==> src/rtl/bti_pkg.sv <==
// Shared BTI bus types: command encoding and request/response packet layouts.
package bti_pkg;

    localparam int BTI_ADDR_W = 32;
    localparam int BTI_DATA_W = 32;

    typedef enum logic [1:0] {
        BTI_CMD_READ  = 2'd0,
        BTI_CMD_WRITE = 2'd1
    } bti_cmd_e;

    typedef struct packed {
        bti_cmd_e              cmd;
        logic [BTI_ADDR_W-1:0] addr;
        logic [BTI_DATA_W-1:0] data;
    } bti_req_pkt_t;

    typedef struct packed {
        logic                  ok;
        logic [BTI_DATA_W-1:0] data;
    } bti_rsp_pkt_t;

endpackage

==> src/rtl/uart_bti_bridge_pkg.sv <==
// Wire-format constants, FSM state encoding and a byte-lane helper for the UART-to-BTI bridge.
package uart_bti_bridge_pkg;

    localparam logic [7:0] UB_OP_WR  = 8'h57;
    localparam logic [7:0] UB_OP_RD  = 8'h52;
    localparam logic [7:0] UB_ST_OK  = 8'h4B;
    localparam logic [7:0] UB_ST_ERR = 8'h45;

    typedef enum logic [2:0] {
        S_IDLE   = 3'd0,
        S_ADDR   = 3'd1,
        S_DATA   = 3'd2,
        S_REQ    = 3'd3,
        S_RSP    = 3'd4,
        S_TX_STS = 3'd5,
        S_TX_DAT = 3'd6
    } ub_state_e;

    // Little-endian byte lane idx of a 32-bit word.
    function automatic logic [7:0] ub_byte_sel(input logic [31:0] w, input logic [1:0] idx);
        return w[8*idx +: 8];
    endfunction

endpackage

==> src/rtl/bti_if.sv <==
// BTI request and response channels. Handshake: a transfer happens on a rising clock edge
// where vld and rdy are both high; once vld is raised, it and pkt stay stable until that edge.
interface bti_req_if_t;
    logic                  vld;
    logic                  rdy;
    bti_pkg::bti_req_pkt_t pkt;

    modport mst (output vld, output pkt, input rdy);
    modport slv (input vld, input pkt, output rdy);
endinterface

interface bti_rsp_if_t;
    logic                  vld;
    logic                  rdy;
    bti_pkg::bti_rsp_pkt_t pkt;

    modport mst (output vld, output pkt, input rdy);
    modport slv (input vld, input pkt, output rdy);
endinterface

==> src/rtl/uart_bti_bridge_to.sv <==
// Inter-byte timeout: counts idle cycles while enabled and flags expiry on the limit-th one.
module uart_bti_bridge_to #(
    parameter int TO_W = 24
) (
    input  logic            clk,
    input  logic            rst_n,
    input  logic            clear,
    input  logic            enable,
    input  logic [TO_W-1:0] limit,
    output logic            expire
);

    logic [TO_W-1:0] count;
    logic            at_last;

    // A zero limit never expires; a clear in the same cycle (new byte) always wins.
    assign at_last = (count == limit - 1'b1);
    assign expire  = enable && !clear && (limit != '0) && at_last;

    always_ff @(posedge clk or negedge rst_n) begin
        if (!rst_n) begin
            count <= '0;
        end else if (clear) begin
            count <= '0;
        end else if (enable && !at_last) begin
            count <= count + 1'b1;
        end
    end

endmodule

==> src/rtl/uart_bti_bridge.sv <==
// UART byte stream to BTI master bridge: decodes read/write frames, issues one BTI
// transaction, and returns a status byte (plus read data) one byte at a time.
module uart_bti_bridge
    import bti_pkg::*;
    import uart_bti_bridge_pkg::*;
#(
    parameter int BTI_AW = 32,
    parameter int BTI_DW = 32,
    parameter int TO_W   = 24
) (
    input  logic            clk,
    input  logic            rst_n,
    input  logic [TO_W-1:0] to_cyc,
    input  logic            rx_ch_vld,
    input  logic [7:0]      rx_ch,
    output logic            tx_ch_vld,
    output logic [7:0]      tx_ch,
    input  logic            tx_done,
    bti_req_if_t.mst        bti_req_mst,
    bti_rsp_if_t.slv        bti_rsp_slv,
    output logic            busy,
    output ub_state_e       dbg_state
);

    ub_state_e         state, state_nxt;
    logic              wr_q;
    logic [1:0]        cnt_q;
    logic [BTI_AW-1:0] addr_q;
    logic [BTI_DW-1:0] data_q;
    logic              ok_q;
    logic [BTI_DW-1:0] rdata_q;
    logic              tx_vld_q;
    logic [7:0]        tx_ch_q;

    logic              is_op;
    logic              to_expire;
    logic              op_take, cnt_clr, cnt_inc, addr_shift, data_shift, rsp_take;
    logic              tx_load, req_vld, rsp_rdy, to_en;
    logic [7:0]        tx_byte;

    assign is_op = rx_ch_vld && ((rx_ch == UB_OP_WR) || (rx_ch == UB_OP_RD));

    uart_bti_bridge_to #(.TO_W(TO_W)) u_to (
        .clk    (clk),
        .rst_n  (rst_n),
        .clear  (rx_ch_vld || !to_en),
        .enable (to_en),
        .limit  (to_cyc),
        .expire (to_expire)
    );

    always_ff @(posedge clk or negedge rst_n) begin
        if (!rst_n) begin
            state <= S_IDLE;
        end else begin
            state <= state_nxt;
        end
    end

    always_comb begin
        state_nxt = state;
        case (state)
            S_IDLE: begin
                if (is_op) state_nxt = S_ADDR;
            end
            S_ADDR: begin
                if (to_expire)                         state_nxt = S_IDLE;
                else if (rx_ch_vld && cnt_q == 2'd3)   state_nxt = wr_q ? S_DATA : S_REQ;
            end
            S_DATA: begin
                if (to_expire)                         state_nxt = S_IDLE;
                else if (rx_ch_vld && cnt_q == 2'd3)   state_nxt = S_REQ;
            end
            S_REQ: begin
                if (bti_req_mst.rdy) state_nxt = S_RSP;
            end
            S_RSP: begin
                if (bti_rsp_slv.vld) state_nxt = S_TX_STS;
            end
            S_TX_STS: begin
                if (tx_done) state_nxt = (wr_q || !ok_q) ? S_IDLE : S_TX_DAT;
            end
            S_TX_DAT: begin
                if (tx_done && cnt_q == 2'd3) state_nxt = S_IDLE;
            end
            default: state_nxt = S_IDLE;
        endcase
    end

    always_comb begin
        op_take    = 1'b0;
        cnt_clr    = 1'b0;
        cnt_inc    = 1'b0;
        addr_shift = 1'b0;
        data_shift = 1'b0;
        rsp_take   = 1'b0;
        tx_load    = 1'b0;
        tx_byte    = 8'h00;
        req_vld    = 1'b0;
        rsp_rdy    = 1'b0;
        to_en      = 1'b0;
        case (state)
            S_IDLE: begin
                op_take = is_op;
                cnt_clr = is_op;
            end
            S_ADDR: begin
                to_en      = 1'b1;
                addr_shift = rx_ch_vld;
                cnt_inc    = rx_ch_vld;
            end
            S_DATA: begin
                to_en      = 1'b1;
                data_shift = rx_ch_vld;
                cnt_inc    = rx_ch_vld;
            end
            S_REQ: begin
                req_vld = 1'b1;
            end
            S_RSP: begin
                rsp_rdy = 1'b1;
                if (bti_rsp_slv.vld) begin
                    rsp_take = 1'b1;
                    cnt_clr  = 1'b1;
                    tx_load  = 1'b1;
                    tx_byte  = bti_rsp_slv.pkt.ok ? UB_ST_OK : UB_ST_ERR;
                end
            end
            S_TX_STS: begin
                if (tx_done && !wr_q && ok_q) begin
                    tx_load = 1'b1;
                    tx_byte = ub_byte_sel(rdata_q, 2'd0);
                end
            end
            S_TX_DAT: begin
                if (tx_done) begin
                    cnt_inc = 1'b1;
                    if (cnt_q != 2'd3) begin
                        tx_load = 1'b1;
                        tx_byte = ub_byte_sel(rdata_q, cnt_q + 2'd1);
                    end
                end
            end
            default: begin
                op_take = 1'b0;
            end
        endcase
    end

    // The byte counter is shared: address/data lane select while receiving, read-data lane while replying.
    always_ff @(posedge clk or negedge rst_n) begin
        if (!rst_n) begin
            wr_q     <= 1'b0;
            cnt_q    <= 2'd0;
            addr_q   <= '0;
            data_q   <= '0;
            ok_q     <= 1'b0;
            rdata_q  <= '0;
            tx_vld_q <= 1'b0;
            tx_ch_q  <= 8'h00;
        end else begin
            if (op_take) wr_q <= (rx_ch == UB_OP_WR);
            if (cnt_clr)      cnt_q <= 2'd0;
            else if (cnt_inc) cnt_q <= cnt_q + 2'd1;
            if (addr_shift) addr_q[8*cnt_q +: 8] <= rx_ch;
            if (data_shift) data_q[8*cnt_q +: 8] <= rx_ch;
            if (rsp_take) begin
                ok_q    <= bti_rsp_slv.pkt.ok;
                rdata_q <= bti_rsp_slv.pkt.data;
            end
            tx_vld_q <= tx_load;
            if (tx_load) tx_ch_q <= tx_byte;
        end
    end

    assign bti_req_mst.vld = req_vld;
    assign bti_req_mst.pkt = '{
        cmd:  wr_q ? BTI_CMD_WRITE : BTI_CMD_READ,
        addr: addr_q,
        data: wr_q ? data_q : '0
    };
    assign bti_rsp_slv.rdy = rsp_rdy;

    assign tx_ch_vld = tx_vld_q;
    assign tx_ch     = tx_ch_q;
    assign busy      = (state != S_IDLE);
    assign dbg_state = state;

endmodule
==> src/flat_wrapper.sv <==
// flat-port wrapper written by rule: the top's interface ports become plain ports
module uart_bti_bridge_flat import bti_pkg::*; import uart_bti_bridge_pkg::*;
#(
    parameter int BTI_AW = 32,
    parameter int BTI_DW = 32,
    parameter int TO_W   = 24
)
  (clk, rst_n, to_cyc, rx_ch_vld, rx_ch, tx_ch_vld, tx_ch, tx_done, busy, dbg_state, bti_req_mst_vld, bti_req_mst_pkt, bti_req_mst_rdy, bti_rsp_slv_vld, bti_rsp_slv_pkt, bti_rsp_slv_rdy);
  bti_req_if_t bti_req_mst_i ();
  bti_rsp_if_t bti_rsp_slv_i ();
  input  logic clk;
  input  logic rst_n;
  input  logic [TO_W-1:0] to_cyc;
  input  logic rx_ch_vld;
  input  logic [7:0] rx_ch;
  output logic tx_ch_vld;
  output logic [7:0] tx_ch;
  input  logic tx_done;
  output logic busy;
  output ub_state_e dbg_state;
  output wire logic [$bits(bti_req_mst_i.vld)-1:0] bti_req_mst_vld;
  output wire logic [$bits(bti_req_mst_i.pkt)-1:0] bti_req_mst_pkt;
  input wire logic [$bits(bti_req_mst_i.rdy)-1:0] bti_req_mst_rdy;
  input wire logic [$bits(bti_rsp_slv_i.vld)-1:0] bti_rsp_slv_vld;
  input wire logic [$bits(bti_rsp_slv_i.pkt)-1:0] bti_rsp_slv_pkt;
  output wire logic [$bits(bti_rsp_slv_i.rdy)-1:0] bti_rsp_slv_rdy;
  assign bti_req_mst_vld = bti_req_mst_i.vld;
  assign bti_req_mst_pkt = bti_req_mst_i.pkt;
  assign bti_req_mst_i.rdy = bti_req_mst_rdy;
  assign bti_rsp_slv_i.vld = bti_rsp_slv_vld;
  assign bti_rsp_slv_i.pkt = bti_rsp_slv_pkt;
  assign bti_rsp_slv_rdy = bti_rsp_slv_i.rdy;
  uart_bti_bridge #(.BTI_AW(BTI_AW), .BTI_DW(BTI_DW), .TO_W(TO_W)) u_core (.clk(clk), .rst_n(rst_n), .to_cyc(to_cyc), .rx_ch_vld(rx_ch_vld), .rx_ch(rx_ch), .tx_ch_vld(tx_ch_vld), .tx_ch(tx_ch), .tx_done(tx_done), .bti_req_mst(bti_req_mst_i), .bti_rsp_slv(bti_rsp_slv_i), .busy(busy), .dbg_state(dbg_state));
endmodule
==> config.mk <==
export PLATFORM = sky130hd
export DESIGN_NAME = uart_bti_bridge_flat
export DESIGN_NICKNAME = d
export VERILOG_FILES = /design/src/rtl/bti_pkg.sv /design/src/rtl/uart_bti_bridge_pkg.sv /design/src/rtl/bti_if.sv /design/src/rtl/uart_bti_bridge_to.sv /design/src/rtl/uart_bti_bridge.sv /design/src/flat_wrapper.sv
export SDC_FILE = /design/constraint.sdc
export NUM_CORES = 1
export LEC_CHECK = 0
export CAP_MARGIN = 20
export CORE_MARGIN = 8
export CORE_UTILIZATION = 56
export DETAILED_ROUTE_END_ITERATION = 10
export MAX_ROUTING_LAYER = met4
export PLACE_DENSITY = 0.91
export SLEW_MARGIN = 0
export SYNTH_ARGS = -nofsm -noshare
export SYNTH_HDL_FRONTEND = slang
export SYNTH_SLANG_ARGS = --single-unit
==> constraint.sdc <==
create_clock -name clk -period 4.5 [get_ports clk]
set_input_delay 1.125 -clock clk [delete_from_list [all_inputs] [get_ports clk]]
set_output_delay 1.125 -clock clk [all_outputs]
set_load 0.02 [all_outputs]
# Yosys cells after proc, flatten, opt, wreduce, memory -nomap -nowiden
# Index checks and enable logic that the tools add are counted.
# classes
add_sub_neg,4
n_eq_ne,18
n_shift,3
n_mux,41
n_reduce_logical,24
# ops
cell,n
bitwise mux 32 bit,2
two-way mux 24 bit,2
negation 5 -> 34 bit,1
variable shift 8 x 34 -> 32 bit (first input constant),1
variable part select 8 x 34 -> 32 bit,1
two-way mux 32 bit,1
two-way mux 8 bit,4
variable part select 32 x 6 -> 8 bit,1
two-way mux 3 bit,10
adder 24 x 1 -> 24 bit (second input constant),1
equality test 24 bit,1
case mux 8 bit (3 select lines),1
nonzero test 24 bit,1
subtractor 24 x 1 -> 24 bit (second input constant),1
case mux 3 bit (7 select lines),1
equality test 8 x 7 -> 1 bit (second input constant),2
two-way mux 1 bit,14
equality test 3 bit (second input constant),3
logical AND 1 bit,9
inequality test 2 bit (second input constant),4
AND reduction 7 bit,1
equality test 3 x 2 -> 1 bit (second input constant),2
inequality test 3 x 1 -> 1 bit (second input constant),2
logical NOT 1 bit,5
other kinds (13),19
# totals
register_bits,136
in_bits,71
out_inout_bits,81
wordCells,100

# Depth between registers and ports, before layout
# logic_depth
depth_word,11
depth_mapped,11

# Hierarchy
# From an unflattened synthesis, not the netlist that was laid out.
# unflattened
hier_cells,680
area_unflattened_um2,7522.2
# modules_own_cells
mod,n_inst,cells_per_inst,area_per_inst_um2,seq_area_each_um2
uart_bti_bridge,1,409,5291.3,2802.7
uart_bti_bridge_to,1,271,2230.9,600.6

# Worst setup path after synthesis
# No wires, ideal clock.
# synth_path
path_kind,input-to-reg
startpoint,input to_cyc[10]
endpoint,register u_core.u_to.count[8]
setup_ns,0.126
arrival_time_ns,3.694
setup_slack_ns,0.680
stages,10
path_cell_list,buf_6 > or4_4 > or3_4 > a2111oi_4 > nor2_1 > or4_4 > o311ai_4 > buf_6 > nor3_2 > mux2i_1
# synth_via
elab_chain_cells,5
# synth_lines
element,line_no,rtl
"start, declared",flat_wrapper.sv:13,input logic [TO_W-1:0] to_cyc;
subtractor 24 x 1 -> 24 bit,uart_bti_bridge_to.sv:17,assign at_last = (count == limit - 1'b1);
equality test 24 bit,uart_bti_bridge_to.sv:17,
logical NOT 1 bit,uart_bti_bridge_to.sv:25,end else if (enable && !at_last) begin
logical AND 1 bit,uart_bti_bridge_to.sv:25,
nonzero test 2 bit (no line),--,
"end signal, assigned",uart_bti_bridge_to.sv:26,count <= count + 1'b1;
"end, declared",uart_bti_bridge_to.sv:13,logic [TO_W-1:0] count;
# No other way between the ends.
# A chain may end at the register's enable or synchronous reset.

# Worst setup path after layout
# layout_path
startpoint,input to_cyc[17]
endpoint,register u_core.u_to.count[4]
# The elaborated chain is that of the path after synthesis.

==> impl_metrics.ini <==
[placed_design]
gp_congestion = 0.891
place_hpwl_um = 14300
place_area_sq_um = 8870
portBuffers = 150
pre_cts_slack_ns = 0.166
place_inst = 1100

[clock_tree]
clk_latency_ns = 0.41
root_buffer = clkbuf_16
cts_buffers = 17
ctsHtreeMaxLevel = 4
cts_setup_buffers = 0
postCtsHoldBufs = 0
cts_num_sinks = 136
cts_resized = 0
clk_pin_slew_ns = 0.06
cts_buffer_depth = 2
cts_tree = done

[logic_synthesis]
syn_inst = 801
synth_nets = 880
synth_edf_count = 0
synthArstFlopShare_pct = 100
synth.ff_latch_count = 136
synth-main-ff-cell = dfrtp_1
synth.distinct_cells = 63
yosysWarnings = 0
synth.top_cell.area_share_pct = 47.4
synth_top_family_by_area = simple AND/OR/NAND/NOR gates
synth_xor_area_share_pct = 4.23
syn_avg_cell_area_sq_um = 8.97
syn_area_sq_um = 7180
yosysSeqAreaShare_pct = 47.4
synth-adder-area-share_pct = 1.39
synth_compound_area_share_pct = 13.8
synthMuxAreaShare_pct = 3.21
yosysTopAreaCell = dfrtp_1
ys_top_cells_by_area = dfrtp_1, nand2_1, o21ai_0, and2_1, mux4_2
synth-simple-area-share_pct = 26.3

[detailed_routing]
ant_nets = 0
via_per_inst = 5.93
vias = 6715
drt_wl_total_um = 20700
drc = 0
avgRoutedWirePerCell_um = 18.3
drt_pass1_iterations = 8
drt_iter0_markers = 496

[floorplanning]
rows = 41
initial_core_util_pct = 57.2
fp.coreArea_sq_um = 12600
dieArea_sq_um = 16700
boundaryPins = 152
dieHeight_um = 129
die_w_um = 129

[critical_path]
critPathCaptureType = flip-flop
max_stage_delay_ns = 0.58
slowest_stage = or4_4
critPathLaunchType = primary input
cp_max_fo = 19
worst_r2r_endpoint = u_core.addr_q[19]$_DFFE_PN0P_
cp_common_cell = or4_4
cpLargestDelayFamily = simple AND/OR/NAND/NOR gates
crit_path_cell_trace = clkdlybuf4s50_1 > or4_4 > or3_4 > a2111oi_4 > nor2_1 > or4_4 > o311ai_4 > buf_12 > or3_1 > a21oi_1
worstPathRequired_ns = 4.75
timing.rr.start = u_core.cnt_q[0]$_DFFE_PN0P_
r2r_setup_slack_ns = 1.30
timing.critical_path.buf_inv = 2
critPathLaunch = to_cyc[17]
rr_worst_depth = 5
arrival_ns = 4.19
crit_type = in -> reg

[power_and_ir_drop]
power_density_nw_per_um2 = 524
worst_ir_drop_vdd_uv = 370
p_leak_nw = 4.12

[global_routing]
grtUsageMet2_pct = 41.2
grt_use_met1_pct = 31.6
use_met3_pct = 4.40
antenna_found_initial = 0
grt_start_max_net_pins = 81
grt-ovfl-total = 0
gr-usage-all-layers_pct = 25.8
grt_pass1_wl_um = 33000
top_usage_layer = met2
grt_pass1_vias = 6516

[layout]
finalNonFillerCells = 1132
fin_nets = 1026
final_common_cell = nand2_1
num_antenna_cells = 0
drive_above_1_share_pct = 7.71
area_delta_synth_final_pct = 31.9
final_cell_mix = nand2_1, clkdlybuf4s50_1, dfrtp_1
fin_area_sq_um = 9470
final_core_util_pct = 75.4

[timing]
finalSetupViolations = 0
fin_crit_ns = 3.94
slew_violations = 0
hold_viol_final = 0
final.setup.tns_ns = 0
relSlewSlack_pct = 29.3
tightest_slew_ns = 1.06
fmax_mhz = 254
timing.final.ws_setup_ns = 0.560
post-route-period-util_pct = 87.6
finalClockSkew_ns = 0.0105
rsz0062_at_grt = false

[flow_run]
cap_violations = 0

[min_path]
min_path_type = reg -> reg
hold_path_end = u_core.data_q[8]$_DFFE_PN0P_
whs_path_depth = 2
worstHoldStart = u_core.data_q[8]$_DFFE_PN0P_

[status]
status = complete, no violations
[cells in the mapped netlist, drive strengths merged (2+ instances only)]
master   instances
a21o             4
nand4           11
nand2b           4
a22oi            3
a31oi            7
ha               8
a222oi           3
nor2b            3
nor4b            3
nand3           21
or4              8
a22o            17
o22ai            2
nand2          215
or3b             2
nor2            29
or2              5
a2111oi          2
clkbuf          33
a21oi           28
o21ai           67
xnor2           20
buf              7
a221oi           2
inv             23
and3             8
nor4            10
o31ai            3
xor2            12
mux2i            5
and2            34
mux4             8
and4             3
a211oi           2
nor3            15
a211o            2
dfrtp          136
or3             15
nor3b            5
a41o             4
[per-stage QoR]
step	hold WS [ns]	total power, mW
detailed placement	0.459	3.48
finish	0.472	4.96
global placement	0.452	3.42
global route	0.487	5.22
CTS	0.474	4.96
floorplan	0.440	2.82
[per-layer routing]
metal | up-vias | routed length [um]
met3 | 57 | 1280
met1 | 3264 | 8530
li1 | 3069 | -
met4 | 0 | 694
met2 | 325 | 10200
met5 | - | 0
[area by class of cell]
class                           instances  area, sq um
Fill cell                             835         3090
Clock buffer                           17          425
Inverter                               23         86.3
Tap cell                              172          215
Multi-Input combinational cell        602         3520
Sequential cell                       136         3400
Timing Repair Buffer                  167         1640
Clock inverter                         15          181
[how the worst max path moves through the flow]
stage | end | cells after the start
2_1_floorplan | u_core.u_to.count[8]$_DFFE_PN0P_ | 10
3_3_place_gp | u_core.u_to.count[10]$_DFFE_PN0P_ | 10
3_5_place_dp | u_core.u_to.count[4]$_DFFE_PN0P_ | 10
4_1_cts | u_core.u_to.count[4]$_DFFE_PN0P_ | 10
5_1_grt | u_core.u_to.count[4]$_DFFE_PN0P_ | 10
6_report | u_core.u_to.count[4]$_DFFE_PN0P_ | 10
[flip-flops by register name (all words and copies together) (netlist names)]
signal / count
u_core.addr_q: 32
u_core.data_q: 32
u_core.rdata_q: 32
u_core.u_to.count: 24
u_core.tx_ch: 8
u_core.dbg_state: 3
u_core.cnt_q: 2
u_core.ok_q: 1
u_core.tx_ch_vld: 1
u_core.wr_q: 1
[where the power goes]
part | leakage [nW] | switching [mW] | total [mW] | internal (mW)
clock network | 0.293 | 0.587 | 1.43 | 0.842
logic | 2.00 | 0.927 | 1.65 | 0.728
registers | 1.82 | 0.294 | 1.88 | 1.58
[worst register-to-register path, cell delays in order, from the launching register on]
cell	delay [ns]
dfrtp_1	0.87
inv_1	0.23
ha_1	0.70
nor3b_1	0.86
nand2_1	0.23
o21ai_0	0.23
[kinds of logic (layout without fill, tap and decap cells)]
| kind of cell | count (synthesis) | after routing |
|---|---|---|
| AND/OR/NAND/NOR | 394 | 394 |
| AO/OA/AOI/OAI | 153 | 153 |
| flip-flops | 136 | 136 |
| buffers and inverters | 63 | 222 |
| XOR/XNOR | 33 | 33 |
| multiplexers | 13 | 13 |
| adder cells (fa/ha/maj) | 8 | 8 |
| other | 1 | 1 |
No activity file was read; power rests on OpenSTA's default activity.
